<file path="src/rtl/reg_load_scoreboard_if.sv">
// Issue / write-back bundle between the pipeline control and the register load scoreboard.
// The master side is the issue and write-back logic. The slave side is the scoreboard.
interface reg_load_scoreboard_if #(
    parameter int ADDR_W   = 2,
    parameter int NUM_REGS = 4,
    parameter int DATA_W   = 8
) ();
    logic                rsv_valid;
    logic [ADDR_W-1:0]   rsv_dest;
    logic                rsv_ready;
    logic                wb_valid;
    logic [ADDR_W-1:0]   wb_dest;
    logic [DATA_W-1:0]   wb_data;
    logic [ADDR_W-1:0]   src_a;
    logic [ADDR_W-1:0]   src_b;
    logic                hazard;
    logic [NUM_REGS-1:0] load;
    logic [DATA_W-1:0]   load_data;
    logic [NUM_REGS-1:0] busy;
    logic                wb_err;
    logic                err_clr;

    modport master (
        output rsv_valid, rsv_dest, wb_valid, wb_dest, wb_data, src_a, src_b, err_clr,
        input  rsv_ready, hazard, load, load_data, busy, wb_err
    );

    modport slave (
        input  rsv_valid, rsv_dest, wb_valid, wb_dest, wb_data, src_a, src_b, err_clr,
        output rsv_ready, hazard, load, load_data, busy, wb_err
    );
endinterface

</file>
<file path="src/rtl/reg_load_scoreboard.sv">
// Write-back destination decoder with a registered one-hot load strobe and registered data.
// A per-register busy scoreboard supports hazard detection and blocks double reservation.
module reg_load_scoreboard #(
    parameter int ADDR_W   = 2,
    parameter int NUM_REGS = 4,
    parameter int DATA_W   = 8,
    parameter int STRICT   = 1
) (
    input  logic                  clk,
    input  logic                  rst_n,
    reg_load_scoreboard_if.slave  bus
);
    localparam bit LOOSE = (STRICT == 0);

    // One-hot decode. An out-of-range index decodes to all zeros, so range checks reduce to an OR.
    function automatic logic [NUM_REGS-1:0] dec(input logic [ADDR_W-1:0] idx);
        logic [NUM_REGS-1:0] oh;
        oh = '0;
        for (int i = 0; i < NUM_REGS; i++) begin
            oh[i] = (idx == ADDR_W'(i));
        end
        return oh;
    endfunction

    logic [NUM_REGS-1:0] busy_q, busy_d;
    logic [NUM_REGS-1:0] load_q, load_d;
    logic [DATA_W-1:0]   load_data_q, load_data_d;
    logic                wb_err_q, wb_err_d;

    logic [NUM_REGS-1:0] rsv_oh_s, wb_oh_s;
    logic                rsv_in_s, wb_in_s, rsv_busy_s, wb_busy_s;
    logic                rsv_ready_s, rsv_take_s, wb_ok_s, err_ev_s;

    // Decode requests against the registered scoreboard and form next state.
    always_comb begin
        rsv_oh_s    = dec(bus.rsv_dest);
        wb_oh_s     = dec(bus.wb_dest);
        rsv_in_s    = |rsv_oh_s;
        wb_in_s     = |wb_oh_s;
        rsv_busy_s  = |(rsv_oh_s & busy_q);
        wb_busy_s   = |(wb_oh_s & busy_q);
        // A busy register may be re-reserved while its write-back lands in the same cycle.
        rsv_ready_s = ~rsv_in_s | ~rsv_busy_s |
                      (bus.wb_valid & (bus.wb_dest == bus.rsv_dest));
        rsv_take_s  = bus.rsv_valid & rsv_ready_s & rsv_in_s;
        wb_ok_s     = bus.wb_valid & wb_in_s & (wb_busy_s | LOOSE);
        err_ev_s    = (bus.rsv_valid & ~rsv_in_s) | (bus.wb_valid & ~wb_ok_s);

        busy_d      = busy_q;
        load_d      = '0;
        load_data_d = load_data_q;
        if (wb_ok_s) begin
            busy_d      = busy_d & ~wb_oh_s;
            load_d      = wb_oh_s;
            load_data_d = bus.wb_data;
        end else begin
            load_d      = '0;
        end
        // The set is applied after the clear so a same-cycle reservation wins.
        if (rsv_take_s) begin
            busy_d = busy_d | rsv_oh_s;
        end else begin
            busy_d = busy_d;
        end

        if (err_ev_s) begin
            wb_err_d = 1'b1;
        end else if (bus.err_clr) begin
            wb_err_d = 1'b0;
        end else begin
            wb_err_d = wb_err_q;
        end
    end

    // State registers with synchronous active-low reset.
    always_ff @(posedge clk) begin
        if (!rst_n) begin
            busy_q      <= '0;
            load_q      <= '0;
            load_data_q <= '0;
            wb_err_q    <= 1'b0;
        end else begin
            busy_q      <= busy_d;
            load_q      <= load_d;
            load_data_q <= load_data_d;
            wb_err_q    <= wb_err_d;
        end
    end

    assign bus.rsv_ready = rsv_ready_s;
    assign bus.hazard    = |((dec(bus.src_a) | dec(bus.src_b)) & busy_q);
    assign bus.load      = load_q;
    assign bus.load_data = load_data_q;
    assign bus.busy      = busy_q;
    assign bus.wb_err    = wb_err_q;
endmodule

</file>
<file path="src/flat_wrapper.sv">
// flat-port wrapper written by rule: the top's interface ports become plain ports
module reg_load_scoreboard_flat 
#(
    parameter int ADDR_W   = 2,
    parameter int NUM_REGS = 4,
    parameter int DATA_W   = 8,
    parameter int STRICT   = 1
)
  (clk, rst_n, bus_rsv_valid, bus_rsv_dest, bus_wb_valid, bus_wb_dest, bus_wb_data, bus_src_a, bus_src_b, bus_err_clr, bus_rsv_ready, bus_hazard, bus_load, bus_load_data, bus_busy, bus_wb_err);
  reg_load_scoreboard_if #(.ADDR_W(ADDR_W), .NUM_REGS(NUM_REGS), .DATA_W(DATA_W)) bus_i ();
  input  logic clk;
  input  logic rst_n;
  input wire logic [$bits(bus_i.rsv_valid)-1:0] bus_rsv_valid;
  input wire logic [$bits(bus_i.rsv_dest)-1:0] bus_rsv_dest;
  input wire logic [$bits(bus_i.wb_valid)-1:0] bus_wb_valid;
  input wire logic [$bits(bus_i.wb_dest)-1:0] bus_wb_dest;
  input wire logic [$bits(bus_i.wb_data)-1:0] bus_wb_data;
  input wire logic [$bits(bus_i.src_a)-1:0] bus_src_a;
  input wire logic [$bits(bus_i.src_b)-1:0] bus_src_b;
  input wire logic [$bits(bus_i.err_clr)-1:0] bus_err_clr;
  output wire logic [$bits(bus_i.rsv_ready)-1:0] bus_rsv_ready;
  output wire logic [$bits(bus_i.hazard)-1:0] bus_hazard;
  output wire logic [$bits(bus_i.load)-1:0] bus_load;
  output wire logic [$bits(bus_i.load_data)-1:0] bus_load_data;
  output wire logic [$bits(bus_i.busy)-1:0] bus_busy;
  output wire logic [$bits(bus_i.wb_err)-1:0] bus_wb_err;
  assign bus_i.rsv_valid = bus_rsv_valid;
  assign bus_i.rsv_dest = bus_rsv_dest;
  assign bus_i.wb_valid = bus_wb_valid;
  assign bus_i.wb_dest = bus_wb_dest;
  assign bus_i.wb_data = bus_wb_data;
  assign bus_i.src_a = bus_src_a;
  assign bus_i.src_b = bus_src_b;
  assign bus_i.err_clr = bus_err_clr;
  assign bus_rsv_ready = bus_i.rsv_ready;
  assign bus_hazard = bus_i.hazard;
  assign bus_load = bus_i.load;
  assign bus_load_data = bus_i.load_data;
  assign bus_busy = bus_i.busy;
  assign bus_wb_err = bus_i.wb_err;
  reg_load_scoreboard #(.ADDR_W(ADDR_W), .NUM_REGS(NUM_REGS), .DATA_W(DATA_W), .STRICT(STRICT)) u_core (.clk(clk), .rst_n(rst_n), .bus(bus_i));
endmodule
</file>
<file path="config.mk">
export PLATFORM = sky130hd
export DESIGN_NAME = reg_load_scoreboard_flat
export DESIGN_NICKNAME = d
export VERILOG_FILES = /design/src/rtl/reg_load_scoreboard_if.sv /design/src/rtl/reg_load_scoreboard.sv /design/src/flat_wrapper.sv
export SDC_FILE = /design/constraint.sdc
export NUM_CORES = 1
export LEC_CHECK = 0
export CAP_MARGIN = 10
export CELL_PAD_IN_SITES_DETAIL_PLACEMENT = 1
export CELL_PAD_IN_SITES_GLOBAL_PLACEMENT = 2
export CORE_MARGIN = 4
export CORE_UTILIZATION = 24
export CTS_BUF_LIST = sky130_fd_sc_hd__clkbuf_4 sky130_fd_sc_hd__clkbuf_8 sky130_fd_sc_hd__clkbuf_16
export CTS_CLUSTER_DIAMETER = 30
export DETAILED_ROUTE_END_ITERATION = 10
export GPL_ROUTABILITY_DRIVEN = 0
export PLACE_DENSITY = 0.94
export SYNTH_ARGS = -nofsm -noshare
export SYNTH_HDL_FRONTEND = slang
export SYNTH_SLANG_ARGS = --single-unit
</file>
<file path="constraint.sdc">
create_clock -name clk -period 2.5 [get_ports clk]
set_input_delay 0.25 -clock clk [delete_from_list [all_inputs] [get_ports clk]]
set_output_delay 0.25 -clock clk [all_outputs]
set_load 0.02 [all_outputs]
</file>
# Word-level counts from Yosys, hierarchy flattened
# Index checks and enable logic that the tools add are counted.
[word_totals]
regBits = 17
inputBits = 21
out_inout_bits = 19
wordCells = 52
[classes]
eq_ne = 13
muxes = 4
bitwise_logic = 20
reduce_logical = 11
[op_table]
columns = ["cell", "count"]
rows = [
  ["4-bit OR reduction", 5],
  ["4-bit bitwise AND", 4],
  ["2-bit == test (second input constant)", 8],
  ["2-bit by 1-bit == test with 1-bit output (second input constant)", 4],
  ["2-bit zero test", 4],
  ["4-bit 2-to-1 mux", 2],
  ["4-bit OR", 2],
  ["1-bit bitwise AND", 7],
  ["4-bit NOT", 1],
  ["1-bit NOT", 3],
  ["1-bit OR", 3],
  ["2-bit == test", 1],
  ["1-bit 2-to-1 mux", 2],
  ["2-bit AND reduction", 1],
  ["2-bit nonzero test", 1],
]

# Logic depth before layout (Yosys ltp)
[logic_depth]
ltp_word = 9
depth_mapped = 5
depth_no_buf = 3

# Least setup slack after synthesis
# OpenSTA, ideal clock, no wires.
[synth_path]
kind = "input-to-output"
from = "in bus_rsv_dest[0]"
to = "out bus_rsv_ready"
t_arrival_ps = 1076
t_required_ps = 2250
slack_ps = 1174
stages = 3
path_buffers = 1
path_cell_list = "buf_2 mux4_2 nand2_1"
[synth_via]
elab_chain_len = 6
word_cells_on_any_way = 13
[synth_lines]
columns = ["element", "line", "source"]
rows = [
  ["start, declared", "flat_wrapper.sv:14", "input wire logic [$bits(bus_i.rsv_dest)-1:0] bus_rsv_dest;"],
  ["2-bit by 1-bit == test with 1-bit output, or another cell as far along", "reg_load_scoreboard.sv:20", "oh[i] = (idx == ADDR_W'(i));"],
  ["4-bit bitwise AND", "reg_load_scoreboard.sv:40", "rsv_busy_s = |(rsv_oh_s & busy_q);"],
  ["4-bit OR reduction", "reg_load_scoreboard.sv:40", ""],
  ["1-bit NOT", "reg_load_scoreboard.sv:43", "rsv_ready_s = ~rsv_in_s | ~rsv_busy_s |"],
  ["1-bit OR", "reg_load_scoreboard.sv:43", ""],
  ["1-bit OR (*)", "reg_load_scoreboard.sv:43", ""],
  ["end, declared", "flat_wrapper.sv:21", "output wire logic [$bits(bus_i.rsv_ready)-1:0] bus_rsv_ready;"],
]
# Mark *: on every way between the ends. The rest lies on a longest branch, timed or not.

# Final worst setup path
# Ends and elaborated chain as after synthesis.

==> flow_results.org <==
** Clocking
- The number of setup buffers added after CTS is 0.
- CTS built an H-tree with a depth of 1.
- The later pin in the worst-skew pair is clocked with a latency of 240 ps.
- No sink is reached through more buffers than the 2 on the longest clock path.
- The tree is rooted in a sky130_fd_sc_hd__clkbuf_8.
- Clock edge transition at the registers on the reported setup and hold paths :: 70 ps
- Post_cts resized :: 0
- CTS sink count :: 17
- Hold repair after CTS inserted 0 buffers.
- Total clock buffers created by CTS :: 3
- TritonCTS clock tree :: built

** Timing
- Unrepaired setup endpoints after global routing :: no
- Crit path time final :: 2170 ps
- Timing would allow up to 0.461 GHz.
- Headroom to the max-slew limit came out at 65.8%.
- Worst slew pin tran :: 511 ps
- Setup slack on the critical path of the routed design comes to 330 ps.
- The number of max-slew violations in the final report is 0.
- Clock Skews :: 1.96 ps
- Setup total negative slack :: 0 ps
- Setup violations remaining at the end of the flow were counted as 0.
- Of the available clock period, the critical path in the final layout requires 86.8%.
- The hold violation total from the final report was 0.

** Floorplanning
- Area of the core :: 3470 um2
- Effective utilization at floorplan :: 25.7%
- Row generation in the floorplan step produced 21 rows.
- The die is 68.9 um tall.
- Number of top-level design ports :: 40
- The floorplan step defined a die boundary enclosing 4750 um2.
- Width of the die :: 68.9 um

** Global routing
- Entering global routing, the biggest net connects 17 pins.
- Global routing finished with a remaining overflow of 0.
- Number of antenna violations at the first check in global routing :: 0
- Wire length of the first global-routing pass :: 4.13 mm
- For this run, global-route usage on met2 was measured as 21.7%.
- For this run, the total global-route usage over all layers was measured as 11.4%.
- In the global route stage, met1 resource usage came out at 12.7%.
- GRT met3 Usage :: 2.43%
- The number of global-route vias before repair came to 945.
- After global routing, the most crowded layer is met2.

** Synth
- Synthesis handed over a netlist of 103 instances.
- Sequential-to-total area share from yosys stat :: 38.2%
- Synth async-reset ratio :: 0%
- Averaged over all synthesized cells, the footprint is 8.65 um2.
- Number of warnings printed during yosys synthesis :: 0
- Leading register cell type out of synthesis :: sky130_fd_sc_hd__dfxtp_1
- Most used standard cell by instance count after synthesis :: sky130_fd_sc_hd__nand2_1
- Ranked by instance count, the synthesized netlist is headed by 22 x sky130_fd_sc_hd__nand2_1, 17 x sky130_fd_sc_hd__dfxtp_1, 11 x sky130_fd_sc_hd__mux2i_1.
- Cell accounting for the most synthesized area :: sky130_fd_sc_hd__dfxtp_1
- Number of flip-flops and latches in the synthesized netlist :: 17
- After synthesis the cells add up to 891 um2.
- Synthesis instantiated 29 different standard cells from the library.
- Synthesis produced a netlist with a net count of 124.
- Largest cells by area after synthesis :: sky130_fd_sc_hd__dfxtp_1 38%, sky130_fd_sc_hd__mux2i_1 12%, sky130_fd_sc_hd__nand2_1 9.3%
- Number of synthesized flops with an enable pin :: 0
- Proportion of netlist area held by the largest area contributor :: 38.2%

** Drt
- The final layout contains routed wiring with a total length of 2.55 mm.
- In this run, the number of DRC markers left after iteration 0 of detailed routing was 20.
- The pre-antenna-repair detailed-routing pass consisted of 4 iterations.
- Antenna-violating nets left :: 0
- For this block, the via count after detailed routing is 892.
- Routed via count divided by cell count :: 4.72
- DRC Markers :: 0
- Dividing the detail-routed wire length by the instance count gives 13.5 um.

** Worst setup path
- The critical path in this run is classified as input port to output pin.
- Type of element capturing the critical path :: output pin
- At the worst endpoint, the arrival time is 1920 ps.
- Of all nets on the critical path, the largest fanout is 2.
- Data on the critical path is required at its endpoint by 2250 ps.
- Element type at the critical path start :: input port

** Place
- HPWL after DPL :: 2.10 mm
- In this run the cell area measured after placement is 1320 um2.
- Port Buf Inserts :: 39
- Before CTS, the worst setup slack after placement is 325 ps.

** Hold path
- The worst hold path belongs to the class flip-flop to flip-flop.

** Finish
- The post-route netlist has 9.09% of its cells at a drive strength greater than 1.
- Post-Route Utilization :: 39.5%
- Compared with the post-synthesis result, the final layout area differs by 53.8%.
- With fillers left out, the area of the finished cells amounts to 1370 um2.
- Number of nets in the layout :: 165
- Number of inserted filler cells in the final layout :: 425
- The repair_antennas step left the layout with diodes totalling 0.

** Run status
- The run finished with clean final reports.

** Power
- Static Leakage :: 0.546 nW
- Worst supply voltage drop on vdd :: 0.173 mV
- In this run the power density over the cells is 462 nW/um2.

** Run
- The tool flagged a number of max-cap violations equal to 0.
[final cells by class]
cell class                      count  area [um2]  share of cell area [%]
Multi-Input combinational cell     75         490                    35.8
Inverter                            4        15.0                    1.10
Sequential cell                    17         340                    24.8
Timing Repair Buffer               43         420                    30.7
Tap cell                           46        57.6                    4.20
Clock buffer                        3        41.3                    3.01
Clock inverter                      1        5.00                   0.365
[kinds of logic (layout without fill, tap and decap cells)]
logic type,count (synthesis),after routing,synth area share (%)
xor gates and xnor gates,2,2,3.65
muxes,12,12,14.9
and+or+nand+nor,43,43,22.8
AOI/OAI and AO/OA,18,18,13.8
buffers and inverters,11,51,6.74
DFF,17,17,38.2
[placed cells by master (no fill, tap or decap), drive strengths merged, types with 2 or more instances in the layout]
master	synthesis	final
mux2i	11	11
a31oi	4	4
clkbuf	1	3
o21ai	4	4
nor2	3	3
buf	6	4
clkdlybuf4s50	0	39
inv	4	4
nand3	7	7
nor2b	5	5
dfxtp	17	17
xnor2	2	2
nand2	23	23
o31ai	2	2
o211ai	2	2
[metrics by stage]
stage	hold WS [ps]	total power [mW]	cells
floorplan	353	0.366	103
global placement	448	0.436	185
detailed placement	455	0.440	185
CTS	465	0.642	189
global route	480	0.667	189
finish	463	0.633	189
[power by group]
group / internal, mW / switching, mW
clock network: 0.110 / 0.0889
registers: 0.280 / 0.00957
logic: 0.0767 / 0.0673
total: 0.467 / 0.166
[sequential cells by signal, indices dropped and copies added, names as in the netlist]
name	flops
u_core.bus.busy	4
u_core.bus.load	4
u_core.bus.load_data	8
u_core.bus.wb_err	1
[metal layers]
layer  up-vias  wire length, um
li1        439                -
met1       415             1120
met2        38             1230
met3         0              196
met4         0                0
met5         -                0
[critical path, stage by stage]
cell and delay (ps):
sky130_fd_sc_hd__clkdlybuf4s50_1 500, sky130_fd_sc_hd__mux4_2 500, sky130_fd_sc_hd__nand2_1 80, sky130_fd_sc_hd__clkdlybuf4s50_1 600
[path summary, 6_finish.rpt]
path | startpoint | endpoint | slack [ps] | cells after the start
min reg2reg | u_core.bus.load_data[6] | u_core.bus.load_data[6] | 460 | 2
max | bus_rsv_dest[0] | bus_rsv_ready | 330 | 4
max reg2reg | u_core.bus.busy[0] | u_core.bus.load_data[1] | 1130 | 3
min | u_core.bus.load_data[6] | u_core.bus.load_data[6] | 460 | 2
Note: power is estimated with default switching activity, not from simulation.
